## src/rtl/demux_stream.sv

```systemverilog
//============================================================================
// Module      : demux_stream
// Description : 1-to-NUM_OUT packet stream demultiplexer with one register
//               stage per output; route is locked for the length of a packet.
// Revision    : 1.0 - initial release
//============================================================================
`default_nettype none

module demux_stream #(
   parameter int WIDTH   = 8,
   parameter int NUM_OUT = 4,
   parameter int SEL_W   = $clog2(NUM_OUT)
) (
   input  logic                     clk,
   input  logic                     rst,
   input  logic [SEL_W-1:0]         sel,
   input  logic [WIDTH-1:0]         inp_data,
   input  logic                     inp_valid,
   input  logic                     inp_last,
   output logic                     inp_ready,
   output logic [NUM_OUT*WIDTH-1:0] out_data,
   output logic [NUM_OUT-1:0]       out_valid,
   output logic [NUM_OUT-1:0]       out_last,
   input  logic [NUM_OUT-1:0]       out_ready,
   output logic                     drop_err
);

   localparam logic [0:0] ST_IDLE = 1'b0;
   localparam logic [0:0] ST_BUSY = 1'b1;

   logic [0:0]       state;
   logic [SEL_W-1:0] route;
   logic [SEL_W-1:0] dest;
   logic             in_range;
   logic             accept;
   logic [NUM_OUT-1:0] dest_hit;
   logic [NUM_OUT-1:0] slot_free;

   logic [WIDTH-1:0] slot_data  [NUM_OUT];
   logic             slot_valid [NUM_OUT];
   logic             slot_last  [NUM_OUT];

   // While a packet is open the latched route wins; otherwise live sel.
   assign dest     = (state == ST_BUSY) ? route : sel;
   assign in_range = (32'(dest) < NUM_OUT);

   // Out-of-range beats are always taken so the packet is swallowed.
   assign inp_ready = ~rst & (in_range ? |(dest_hit & slot_free) : 1'b1);
   assign accept    = inp_valid & inp_ready;

   generate
      for (genvar k = 0; k < NUM_OUT; k++) begin : g_slot
         assign dest_hit[k]  = (32'(dest) == k);
         assign slot_free[k] = ~slot_valid[k] | out_ready[k];

         // A load in the same cycle as a drain keeps valid asserted.
         always_ff @(posedge clk) begin
            if (rst) begin
               slot_valid[k] <= 1'b0;
               slot_last[k]  <= 1'b0;
               slot_data[k]  <= '0;
            end else if (accept && dest_hit[k]) begin
               slot_valid[k] <= 1'b1;
               slot_last[k]  <= inp_last;
               slot_data[k]  <= inp_data;
            end else if (slot_valid[k] && out_ready[k]) begin
               slot_valid[k] <= 1'b0;
            end
         end

         assign out_data[k*WIDTH +: WIDTH] = slot_data[k];
         assign out_valid[k]               = slot_valid[k];
         assign out_last[k]                = slot_last[k];
      end
   endgenerate

   always_ff @(posedge clk) begin
      if (rst) begin
         drop_err <= 1'b0;
      end else begin
         drop_err <= accept & ~in_range;
      end
   end

   always_ff @(posedge clk) begin
      if (rst) begin
         state <= ST_IDLE;
         route <= '0;
      end else if (accept) begin
         case (state)
            ST_IDLE: begin
               if (!inp_last) begin
                  state <= ST_BUSY;
                  route <= sel;
               end
            end
            ST_BUSY: begin
               if (inp_last) begin
                  state <= ST_IDLE;
               end
            end
            default: state <= ST_IDLE;
         endcase
      end
   end

endmodule

`default_nettype wire

```

## config.mk

```make
export PLATFORM = sky130hd
export DESIGN_NAME = demux_stream
export DESIGN_NICKNAME = d
export VERILOG_FILES = /design/src/rtl/demux_stream.sv
export SDC_FILE = /design/constraint.sdc
export NUM_CORES = 1
export LEC_CHECK = 0
export CAP_MARGIN = 20
export CELL_PAD_IN_SITES_DETAIL_PLACEMENT = 1
export CELL_PAD_IN_SITES_GLOBAL_PLACEMENT = 1
export CORE_UTILIZATION = 35
export DETAILED_ROUTE_END_ITERATION = 16
export PLACE_DENSITY_LB_ADDON = 0.05
export SYNTH_ARGS = -nofsm -noshare
export SYNTH_HDL_FRONTEND = slang
export SYNTH_SLANG_ARGS = --single-unit
```

## constraint.sdc

```tcl
create_clock -name clk -period 2.59 [get_ports clk]
set_input_delay 0.777 -clock clk [delete_from_list [all_inputs] [get_ports clk]]
set_output_delay 0.777 -clock clk [all_outputs]
set_load 0.01 [all_outputs]
```

# Word-level counts from Yosys, hierarchy flattened
# Memory sizes are Yosys's and may differ from the RTL's.
# Cells that the tools add are included.
[word_totals] regBits=3 mem_bits_rw=40 in_bits=18 out_inout_bits=42 wordCells=97 mem_count=3
[classes] n_eq_ne=3 n_mux=48 bitwise=30 reduce_logical=11
[memory_table] name="slot_data" words=4 word_bits=8 rd=4 rd_clocked_by_memory_dff=0 wr=4 line_no="39" rtl="logic [WIDTH-1:0] slot_data [NUM_OUT];"
[memory_table] name="slot_last" words=4 word_bits=1 rd=4 rd_clocked_by_memory_dff=0 wr=4 line_no="41" rtl="logic slot_last [NUM_OUT];"
[memory_table] name="slot_valid" words=4 word_bits=1 rd=4 rd_clocked_by_memory_dff=0 wr=4 line_no="40" rtl="logic slot_valid [NUM_OUT];"
[ops] op="two-way mux 1 bit" count=43
[ops] op="two-way mux 8 bit" count=4
[ops] op="bitwise OR 1 bit" count=20
[ops] op="logical AND 1 bit" count=8
[ops] op="inverter 1 bit" count=7
[ops] op="bitwise AND 4 bit" count=1
[ops] op="equality test 2 bit (second input constant)" count=2
[ops] op="OR reduction 4 bit" count=1
[ops] op="AND reduction 3 bit" count=1
[ops] op="bitwise AND 1 bit" count=2
[ops] op="equality test 2 x 1 -> 1 bit (second input constant)" count=1
[ops] op="zero test 2 bit" count=1
[ops] op="two-way mux 2 bit" count=1

# Depth between registers and ports, before layout
# An unclocked memory read counts as a cell.
[logic_depth] depth_word=13 depth_mapped=5 depth_no_buf=5

# Least setup slack after synthesis
# No wires, ideal clock.
[synth_path] path_kind="in2out" from="in sel[0]" to="out inp_ready" arrival_time_ps=1819 setup_slack_ps=-6 cell_stages=4 path_buffers=0 path_cell_list="mux2i_1 > mux2_1 > mux2_4 > nor2_1"
[synth_between] elab_chain_len=5 word_cells_on_any_way=8
[synth_lines] element="from (decl)" line_no="16" rtl="input logic [SEL_W-1:0] sel,"
[synth_lines] element="two-way mux 2 bit *" line_no="44" rtl="assign dest = (state == ST_BUSY) ? route : sel;"
[synth_lines] element="equality test 2 x 1 -> 1 bit (tied with other cells)" line_no="53" rtl="assign dest_hit[k] = (32'(dest) == k);"
[synth_lines] element="bitwise AND 4 bit *" line_no="48" rtl="assign inp_ready = ~rst & (in_range ? |(dest_hit & slot_free) : 1'b1);"
[synth_lines] element="OR reduction 4 bit *" line_no="48"
[synth_lines] element="bitwise AND 1 bit *" line_no="48"
[synth_lines] element="to (decl)" line_no="20" rtl="output logic inp_ready,"
# Mark *: on every way between the ends. The rest lies on a longest branch, timed or not.

# Worst setup path after layout
# Ends and elaborated chain as after synthesis.

==> metrics.md <==
| Metric | Value |
|---|---|
| Status | `finished with violations` |
| Failing checks | `negative setup slack` |
| CTS tree | `done` |
| CTS Buf Count | `5` |
| Worst-Skew Late Latency | `approximately 0.3 ns` |
| Hpwl dp | `3.262 mm` |
| Leak | `approximately 1.1 nW` |
| Post-synth EDFFs | `40` |
| I/O pins | `60` |
| Routed length per instance | `15.22 um` |
| Critical path depth | `6` |
| Complex-gate fraction of the synthesized area | `0.02670` |
| Synth area leaders | `edfxtp_1, and2_1, dfxtp_1` |
| Worst R2R Path Depth | `6` |
| Worst EP required | `1.81 ns` |
| Clk sinks | `43` |
| Worst setup endpoint | `inp_ready` |
| Worst Setup SP | `sel[0]` |
| Crit-path max FO | `3` |
| Fmax | `372.5 MHz` |
| Die height | `73.33 um` |
| Crit start category | `input pin` |
| Cell taking the most area after synthesis | `edfxtp_1` |
| Reg-to-reg slack, setup | `0.55 ns` |
| Flops & latches, synth | `43` |
| Clock Path Buffers | `2` |
| GP Congestion | `0.7807` |
| Initial Util | `0.3696` |
| HP Start | `route[1]$_SDFFE_PP0P_` |
| Synth top area share | `0.6746` |
| # DRC | `0` |
| Slowest cell delay on critical path | `0.34 ns` |
| Core area | `4817 sq um` |
| Port bufs | `58` |
| Sequential fraction of the synthesis area | `0.7084` |
| Hold-fix buffers, CTS | `0` |
| Area of the multi-input gates | `519.2 sq um` |
| Clock skew | `0.003063 ns` |
| Diode count | `0` |
| DRT Wirelength | `4.140 mm` |
| Slowest CP cell | `mux2_4` |
| Finished Layout Cells | `272` |
| Vias in the first global route | `about 1,300` |
| Hold Violations, Final | `0` |
| PD cells | `544.2 nW/um^2` |
| Row cnt | `25` |
| Die Footprint | `5377 sq um` |
| Adder-Cell Fraction of Synth Area | `0` |
| Worst Path Buf+Inv | `2` |
| Unrepaired setup endpoints after global routing | `yes` |
| CTS H-tree depth | `2` |
| Largest net degree at the start of global routing | `16` |
| Grt total ovfl | `0` |
| Post-synthesis cell type count | `24` |
| Setup-failing EPs final | `1` |
| Pre-antenna DRT Iters | `4` |
| Syn_nets | `142` |
| Die X | `approximately 73 um` |
| First-pass GRT wire length | `6.423 mm` |
| Main synth FF type | `edfxtp_1` |
| Worst min-delay path class | `register to register` |
| Syn Area/Cell | `approximately 14 sq um` |
| Worst setup EP type | `primary output` |
| Max-cap violations | `0` |
| Clock slew at reported path FFs | `around 0.090 ns` |
| Total placed cells including tap cells | `~260` |
| Largest family of logic cells by synthesized area | `simple AND/OR/NAND/NOR gates` |
| Most frequent cell after synthesis | `edfxtp_1` |
| Worst vdd ir | `0.2444 mV` |
| Cells after Synth | `124` |
| Simple-gate share of the synthesized area | `0.1975` |
| Initial antenna violation count | `0` |
| Ratio of cells with drive above 1 in the final layout | `0.2244` |
| Synth top cells by count | `edfxtp_1, and2_1, nor2b_1, nor3_1` |
| Worst slack at placement | `-1.027 ns` |
| Utilization after layout | `0.5706` |
| Reg2reg end | `route[0]$_SDFFE_PP0P_` |
| Crit path cell chain | `buf_6 -> mux2i_4 -> mux2_4 -> mux2_4 -> nor2_4 -> buf_6` |
| Storage cell area | `1261 sq um` |
| Layout fillers | `511` |
| Setup CP Type | `input pin to primary output` |
| CP top delay family | `multiplexers` |
| Min Tclk post-route | `2.685 ns` |
| Routed Antenna Nets | `0` |
| Period utilization | `1.037` |
| Post-route setup slack | `-0.09461 ns` |
| Max Slew Vio Count | `0` |
| Layout Area Growth over Synthesis | `54.39%` |
| Synthesis warning total | `0` |
| Async S/R FF share, synth | `0` |
| Drt first-iter violations | `between 40 and 50` |
| Reg2reg start | `state$_SDFFE_PP0N_` |
| Vias | `approximately 1,200` |
| Final net count | `222` |
| Gr usage total | `0.1681` |
| Post-synthesis mux area share | `0.04498` |
| Clock root buffer | `clkbuf_8` |
| Critical Path AT | `approximately 1.9 ns` |
| Routed vias/inst | `4.588` |
| Xor/xnor cell area share of the yosys netlist | `0` |
| Syn Std Cell Area | `1780 sq um` |
-- what timing repair did --
item / in CTS / in global routing
endpoints found under the setup margin: 1 / 1
endpoints found under the hold margin: 0 / 0
pin swaps: 1 / 1
setup buffers: 3 / 0
gates resized for setup: 23 / 2
-- worst min path at each step --
stage                                  to  cells after the start  slack (ns)
floorplan           route[1]$_SDFFE_PP0P_                      2        0.49
global placement    route[1]$_SDFFE_PP0P_                      2        0.50
detailed placement  route[1]$_SDFFE_PP0P_                      2        0.51
CTS                 route[1]$_SDFFE_PP0P_                      2        0.53
global route        route[1]$_SDFFE_PP0P_                      2        0.58
finish              route[1]$_SDFFE_PP0P_                      2        0.53
-- power by group --
part / internal, W / switching (W) / total, W
combinational: 0.000144 / 0.0000986 / 0.000243
sequential: 0.000799 / 0.0000137 / 0.000812
clock: 0.000193 / 0.000248 / 0.000441
total: 0.00114 / 0.000361 / 0.00150
-- cells in the final DEF, fill, tap and decap left out, types with 2 or more instances in the layout --
cell,count
clkdlybuf4s50_1,51
edfxtp_1,40
and2_1,36
buf_4,17
nor3_1,5
clkbuf_8,5
dlygate4sd2_1,5
or2_2,4
a21o_1,4
buf_12,4
nor2b_1,3
mux2_4,3
nor2_1,3
dfxtp_1,3
nor2b_2,2
inv_1,2
clkinvlp_4,2
buf_6,2
-- registers in the layout, summed over array words and instances, names as in the netlist --
signal      flops
route           2
slot_data      32
slot_last       4
slot_valid      4
state           1
-- per-layer routing --
metal	up-vias	share of wire	GRT usage
li1	595	-	-
met1	606	0.37	0.1631
met2	41	0.57	0.3333
met3	6	0.051	0.04390
met4	0	0.013	0.06624
met5	-	0	0
-- area by class of cell --
cell class / count / area share
timing repair buffer: 79 / 0.2854
tap: 67 / 0.03050
sequential: 43 / 0.4588
clock inverter: 3 / 0.008648
inverter: 2 / 0.002731
multi-input combinational: 73 / 0.1889
clock buffer: 5 / 0.02503
-- cell families (layout without fill, tap and decap cells) --
family                 Yosys count  count (layout)
AOI/OAI and AO/OA                7               7
other                            1               1
DFF                             43              43
muxes                            7               7
and+or+nand+nor                 58              58
buffers and inverters            8              89
-- worst register-to-register path, cell delays in order (launching register included) --
cell     delay (ns)
dfxtp_1        0.40
mux2i_4        0.32
mux2_4         0.34
mux2_4         0.29
buf_4          0.14
nor2_1         0.12
mux2_1         0.32
-- per-stage QoR --
| stage | cell area [sq um] | power (W) | TNS [ns] | hold slack, ns |
|---|---|---|---|---|
| after floorplan | 1784 | 0.0009044 | 0 | 0.4869 |
| after global placement | 2605 | 0.001052 | -2.461 | 0.4993 |
| after detailed placement | 2605 | 0.001062 | -3.108 | 0.5111 |
| after CTS | 2738 | 0.001507 | -0.1328 | 0.5309 |
| after global routing | 2749 | 0.001559 | -0.1067 | 0.5846 |
| final | 2749 | 0.001496 | -0.09461 | 0.5348 |
No activity file was read; power rests on OpenSTA's default activity.
